==> src/rtl/imm_encoder.sv <==
// rtl/imm_encoder.sv - RV32I LOAD/OP-IMM/STORE/BRANCH instruction encoder with output FIFO
//
// Purpose
//    Packs register fields, funct3 and a 32-bit immediate into a 32-bit RV32I
//    instruction word for the LOAD, OP-IMM, STORE and BRANCH formats. Encoding
//    is combinational on the request; the encoded word is written into a small
//    output FIFO on acceptance and appears at the FIFO head one cycle later.
//    Out-of-range immediates are truncated to the low bits the format uses;
//    the instruction is still emitted.
//
// Configuration
//    IMM_ENC_RANGE_CHECK_EN  defined: immediate range checking, out_err and
//                            err_cnt are active.
//                            undefined: no check logic, out_err and err_cnt
//                            are tied to zero.
//
// Parameters
//    DEPTH      output FIFO entries (>= 2)
//    CNT_W      width of the saturating range-error counter
//
// Ports
//    clk        in   1      clock, rising edge
//    rst_n      in   1      synchronous active-low reset
//    in_valid   in   1      request valid
//    in_ready   out  1      block can accept a request (FIFO not full)
//    fmt        in   2      00 LOAD, 01 OP-IMM, 10 STORE, 11 BRANCH
//    rd         in   5      destination register (LOAD/OP-IMM only)
//    rs1        in   5      source register 1
//    rs2        in   5      source register 2 (STORE/BRANCH only)
//    funct3     in   3      funct3 field
//    imm        in   32     signed immediate (byte offset for BRANCH)
//    out_valid  out  1      instruction valid (FIFO not empty)
//    out_ready  in   1      consumer accepts the instruction
//    instr      out  32     encoded instruction at the FIFO head
//    out_err    out  1      immediate of this instruction was out of range
//    err_cnt    out  CNT_W  saturating count of out-of-range requests accepted

module imm_encoder #(
   parameter int unsigned DEPTH = 2,
   parameter int unsigned CNT_W = 16
) (
   input  logic             clk,
   input  logic             rst_n,
   input  logic             in_valid,
   output logic             in_ready,
   input  logic [1:0]       fmt,
   input  logic [4:0]       rd,
   input  logic [4:0]       rs1,
   input  logic [4:0]       rs2,
   input  logic [2:0]       funct3,
   input  logic [31:0]      imm,
   output logic             out_valid,
   input  logic             out_ready,
   output logic [31:0]      instr,
   output logic             out_err,
   output logic [CNT_W-1:0] err_cnt
);

   localparam int unsigned PW = (DEPTH > 1) ? $clog2(DEPTH) : 1;
   localparam int unsigned CW = $clog2(DEPTH + 1);

   localparam logic [CW-1:0] FULL_CNT = CW'(DEPTH);
   localparam logic [CW-1:0] ONE_CNT  = CW'(1);
   localparam logic [PW-1:0] LAST_PTR = PW'(DEPTH - 1);

   localparam logic [6:0] OP_LOAD   = 7'b0000011;
   localparam logic [6:0] OP_OPIMM  = 7'b0010011;
   localparam logic [6:0] OP_STORE  = 7'b0100011;
   localparam logic [6:0] OP_BRANCH = 7'b1100011;

   // ------------------------------------------------------------------
   // Combinational encoder
   // ------------------------------------------------------------------
   logic [31:0] enc_instr;

   always_comb begin
      enc_instr = '0;
      case (fmt)
         2'b00:   enc_instr = {imm[11:0], rs1, funct3, rd, OP_LOAD};
         2'b01:   enc_instr = {imm[11:0], rs1, funct3, rd, OP_OPIMM};
         2'b10:   enc_instr = {imm[11:5], rs2, rs1, funct3, imm[4:0], OP_STORE};
         default: enc_instr = {imm[12], imm[10:5], rs2, rs1, funct3,
                               imm[4:1], imm[11], OP_BRANCH};
      endcase
   end

   // ------------------------------------------------------------------
   // FIFO control
   // ------------------------------------------------------------------
   logic [PW-1:0] wr_ptr;
   logic [PW-1:0] rd_ptr;
   logic [PW-1:0] wr_ptr_nxt;
   logic [PW-1:0] rd_ptr_nxt;
   logic [CW-1:0] count;
   logic          push;
   logic          pop;
   logic          head_take_new;
   logic          head_take_mem;
   logic [31:0]   instr_mem [DEPTH];
   logic [31:0]   instr_q;

   // in_ready looks only at occupancy, so a full FIFO refuses a push even
   // when the head is being popped in the same cycle.
   assign in_ready  = (count < FULL_CNT);
   assign out_valid = (count != '0);
   assign push      = in_valid & in_ready;
   assign pop       = out_valid & out_ready;

   assign wr_ptr_nxt = (wr_ptr == LAST_PTR) ? '0 : wr_ptr + 1'b1;
   assign rd_ptr_nxt = (rd_ptr == LAST_PTR) ? '0 : rd_ptr + 1'b1;

   // The head is held in its own register so that instr/out_err keep the
   // last emitted value while the FIFO is empty. The new head is either the
   // word being pushed (FIFO empty, or its only entry leaving) or the next
   // stored entry (more than one entry and the head leaving).
   assign head_take_new = push & ((count == '0) | (pop & (count == ONE_CNT)));
   assign head_take_mem = pop & (count > ONE_CNT);

   always_ff @(posedge clk) begin
      if (push && rst_n) begin
         instr_mem[wr_ptr] <= enc_instr;
      end
   end

   always_ff @(posedge clk) begin
      if (!rst_n) begin
         wr_ptr  <= '0;
         rd_ptr  <= '0;
         count   <= '0;
         instr_q <= '0;
      end else begin
         if (push) begin
            wr_ptr <= wr_ptr_nxt;
         end
         if (pop) begin
            rd_ptr <= rd_ptr_nxt;
         end
         case ({push, pop})
            2'b10:   count <= count + 1'b1;
            2'b01:   count <= count - 1'b1;
            default: count <= count;
         endcase
         if (head_take_new) begin
            instr_q <= enc_instr;
         end else if (head_take_mem) begin
            instr_q <= instr_mem[rd_ptr_nxt];
         end
      end
   end

   assign instr = instr_q;

   // ------------------------------------------------------------------
   // Immediate range checking
   // ------------------------------------------------------------------
`ifdef IMM_ENC_RANGE_CHECK_EN
   logic             enc_err;
   logic             i_s_in_range;
   logic             b_in_range;
   logic             err_mem [DEPTH];
   logic             err_q;
   logic [CNT_W-1:0] err_cnt_q;

   // I/S immediates are 12-bit signed: bits 31..11 must be a sign extension.
   // B offsets are 13-bit signed and even: bits 31..12 sign-extend, bit 0 is 0.
   assign i_s_in_range = (&imm[31:11]) | ~(|imm[31:11]);
   assign b_in_range   = ((&imm[31:12]) | ~(|imm[31:12])) & ~imm[0];
   assign enc_err      = (fmt == 2'b11) ? ~b_in_range : ~i_s_in_range;

   always_ff @(posedge clk) begin
      if (push && rst_n) begin
         err_mem[wr_ptr] <= enc_err;
      end
   end

   always_ff @(posedge clk) begin
      if (!rst_n) begin
         err_q     <= 1'b0;
         err_cnt_q <= '0;
      end else begin
         if (head_take_new) begin
            err_q <= enc_err;
         end else if (head_take_mem) begin
            err_q <= err_mem[rd_ptr_nxt];
         end
         if (push && enc_err && (err_cnt_q != '1)) begin
            err_cnt_q <= err_cnt_q + 1'b1;
         end
      end
   end

   assign out_err = err_q;
   assign err_cnt = err_cnt_q;
`else
   // Upper immediate bits only matter to the range check.
   logic unused_imm_hi;
   assign unused_imm_hi = ^imm[31:13];

   assign out_err = 1'b0;
   assign err_cnt = '0;
`endif

endmodule

==> config.mk <==
export PLATFORM = sky130hd
export DESIGN_NAME = imm_encoder
export DESIGN_NICKNAME = d
export VERILOG_FILES = /design/src/rtl/imm_encoder.sv
export SDC_FILE = /design/constraint.sdc
export NUM_CORES = 1
export LEC_CHECK = 0
export CORE_MARGIN = 3
export CORE_UTILIZATION = 50
export CTS_BUF_LIST = sky130_fd_sc_hd__clkbuf_16
export DETAILED_ROUTE_END_ITERATION = 6
export MAX_ROUTING_LAYER = met4
export PLACE_DENSITY = 0.87
export SYNTH_ARGS = -nofsm -noshare
export SYNTH_HDL_FRONTEND = slang
export SYNTH_SLANG_ARGS = --single-unit
==> constraint.sdc <==
create_clock -name clk -period 4.7 [get_ports clk]
set_input_delay 0.705 -clock clk [delete_from_list [all_inputs] [get_ports clk]]
set_output_delay 0.705 -clock clk [all_outputs]
set_load 0.03 [all_outputs]
==> run_results.csv <==
group,metric,value,unit
outcome,status,"finished clean",
placed_design,port_buffers,68,
sta,final.min_clock_period,2682,ps
grt,grt_pass1_wl,13740,µm
worst_setup_path,crit_chain,"clkdlybuf4s50_1 > nor2b_2 > buf_4 > inv_1 > o21ai_0 > buf_4 > o2111a_1",
cells_and_area,drive_gt1_share,16.80,%
die,core_area,7447,µm²
yosys,yosysTopAreaCell,"edfxtp_1",
sta,rsz0062_at_grt,"false",
worst_setup_path,crit_path_frequent_cell,"buf_4",
yosys,syn_area,3960,µm²
power,sw_frac_of_total,34.67,%
power,power_frac_comb,36.4,%
worst_setup_path,cp-end-kind,"flop",
die,pin_count,107,
yosys,synth_edf_count,56,
cells_and_area,layout_commonest_cell,"clkdlybuf4s50_1",
yosys,ys_top_cells_by_area,"edfxtp_1 42%, dfxtp_1 17%, mux2_2 10%",
yosys,yosys_register_bits,89,
cells_and_area,final_cell_mix,"67 x clkdlybuf4s50_1, 56 x edfxtp_1, 35 x mux2_2",
die,rows,31,
cts,cts.sinks,89,
drt,drt-wirelength-per-cell,18.12,µm
cells_and_area,final_area,4901,µm²
grt,top_usage_layer,"met2",
cts,clk_pin_slew,60,ps
die,die_h,95.00,µm
yosys,ys.flop_type,"edfxtp_1",
yosys,ys_warn_count,0,
yosys,ys_types,38,
placed_design,hpwl,5495,µm
sta,setup_tns,0,ps
grt,use_met2,34.88,%
placed_design,gp_congestion,0.7606,
die,die-area,9024,µm²
sta,fin_worst_skew,9.206,ps
cells_and_area,num_antenna_cells,0,
power,p_leak,1.676,nW
drt,route.detailed.drc,0,
cts,htreeDepth,3,
worst_setup_path,critical_path.max_fanout,22,
cts,tritoncts,"yes",
job,maxCapViolCount,0,
cts,hold_buffers,0,
grt,use_met3,5.657,%
cells_and_area,area_growth,23.76,%
grt,grt_usage,20.71,%
sta,fin_crit_sh,57.07,%
cells_and_area,fillers,547,
sta,maxSlewViolCount,0,
worst_setup_path,worstSetupPathType,"in -> reg",
worst_hold_path,hold_class,"reg -> reg",
die,die_x,95.00,µm
drt,initialDrtViolationCount,121,
cts,clockBufferDepth,2,
cells_and_area,layout.nets,423,
yosys,yosysTopAreaCellShare,42.46,%
grt,use_met1,24.59,%
worst_setup_path,critPathLaunchType,"input port",
worst_setup_path,slowest_stage,"inv_1",
yosys,yosysSeqAreaShare,59.15,%
power,peakVddDrop,550.6,µV
power,power_frac_seq,38.6,%
yosys,netlist_instances,305,
sta,relSlewSlack,23.94,%
power,internal-power,1.792,mW
cts,cts_buffers,9,
sta,worst_pin_slew,1141,ps
cts,clk_latency,330,ps
sta,max_clock_freq,372.8,MHz
sta,hold_violations,0,
drt,postRouteAntennaNets,0,
power,power_density,559.9,nW/µm²
drt,num_vias,2647,
cts,clockRootBuffer,"clkbuf_16",
die,initial_utilization,53.18,%
power,clockPowerShare,25.0,%
power,net-switching-power,0.9514,mW
yosys,async_flop_share,0,%
cts,cts_setup_buffers,0,
placed_design,place_area,4613,µm²
sta,setup_violations,0,
drt,firstDrtPassIters,4,
worst_setup_path,cpPeakStageDelay,590,ps
grt,grt_start_max_net_pins,58,
worst_setup_path,cp.arrival,2900,ps
drt,wl,8478,µm
worst_setup_path,worstPathRequired,4920,ps
yosys,avgSynthCellArea,12.98,µm²
drt,viasPerCell,5.656,
grt,grt_pass1_vias,2763,
cts,post_cts_resized,0,
grt,grt_overflow,0,
grt,antenna_found_initial,0,
state kept, by name, summed over array words and instances (netlist names):
| signal | flops |
|---|---|
| instr | 29 |
| wr_ptr | 1 |
| instr_mem | 56 |
| rd_ptr | 1 |
| count | 2 |
path summary, 6_finish.rpt:
kind / startpoint / to / slack [ps] / depth (start not counted)
worst max-delay path: in_valid / instr[5] / 2020 / 7
worst min-delay path: instr[10] / instr[10] / 490 / 2
worst min register to register: instr[10] / instr[10] / 490 / 2
worst max register to register: count[1] / instr[7] / 2320 / 5
cells by family after synthesis:
kind of cell,after synthesis,share of synthesized area [%]
AO/OA/AOI/OAI,68,13.40
XOR/XNOR,4,0.8848
multiplexers,39,11.09
other,1,0.09470
flip-flops,89,59.15
buffers and inverters,52,7.804
adder cells (fa/ha/maj),3,0.9480
AND/OR/NAND/NOR,49,6.635
metrics by stage:
step | util, % | std cells | setup WS (ps) | total power, mW | hold WS (ps)
floorplan | - | 323 | 1804 | 1.745 | 552.9
finish | 65.81 | 468 | 2018 | 2.744 | 490.7
global placement | 61.95 | 452 | 1760 | 2.037 | 476.4
detailed placement | 61.95 | 452 | 1688 | 2.070 | 478.8
global route | 65.81 | 468 | 1899 | 2.882 | 503.9
CTS | 65.81 | 468 | 2028 | 2.757 | 495.0
per-layer routing:
metal	share of wire, %	wire length, µm
met2	52	4367
met3	7.8	664
met4	0.45	38
met1	40	3407
met5	0	0
cells in the mapped netlist, types with 2 or more instances:
master	instances
edfxtp_1	56
mux2_2	35
dfxtp_1	33
o211ai_1	25
buf_4	20
buf_2	19
a21boi_0	15
a32oi_1	15
nand2_1	15
nand3_1	9
nand4_1	9
clkbuf_1	5
inv_1	5
and2_1	4
and3_1	3
ha_1	3
mux2i_1	3
nor2_1	3
xnor2_1	3
a211oi_1	2
a21oi_1	2
a311o_1	2
buf_6	2
nor2b_1	2
o21ai_0	2
critical path, delay by kind of cell:
kind	cells	cell delay (ps)
and+or+nand+nor	1	160
AOI/OAI and AO/OA	2	590
buffers and inverters	4	1430
power by group through the flow:
stage | Clock, mW | Sequential, mW | Combinational [mW]
CTS | 0.695 | 1.06 | 1.00
finish | 0.686 | 1.06 | 0.998
global route | 0.730 | 1.08 | 1.08
floorplan | 0 | 1.19 | 0.555
global placement | 0 | 1.07 | 0.970
detailed placement | 0 | 1.08 | 0.995
final cells by class:
cell class / count / area (µm²) / share of cell area (%)
flip-flops and latches: 89 / 2342 / 47.79
inverters: 5 / 18.77 / 0.3829
multi-input cells: 182 / 1385 / 28.26
clock buffers: 9 / 225.2 / 4.595
clock inverters: 7 / 62.56 / 1.276
repair buffers: 77 / 743.2 / 15.16
well taps: 99 / 123.9 / 2.527
(Power assumes the default switching activity.)
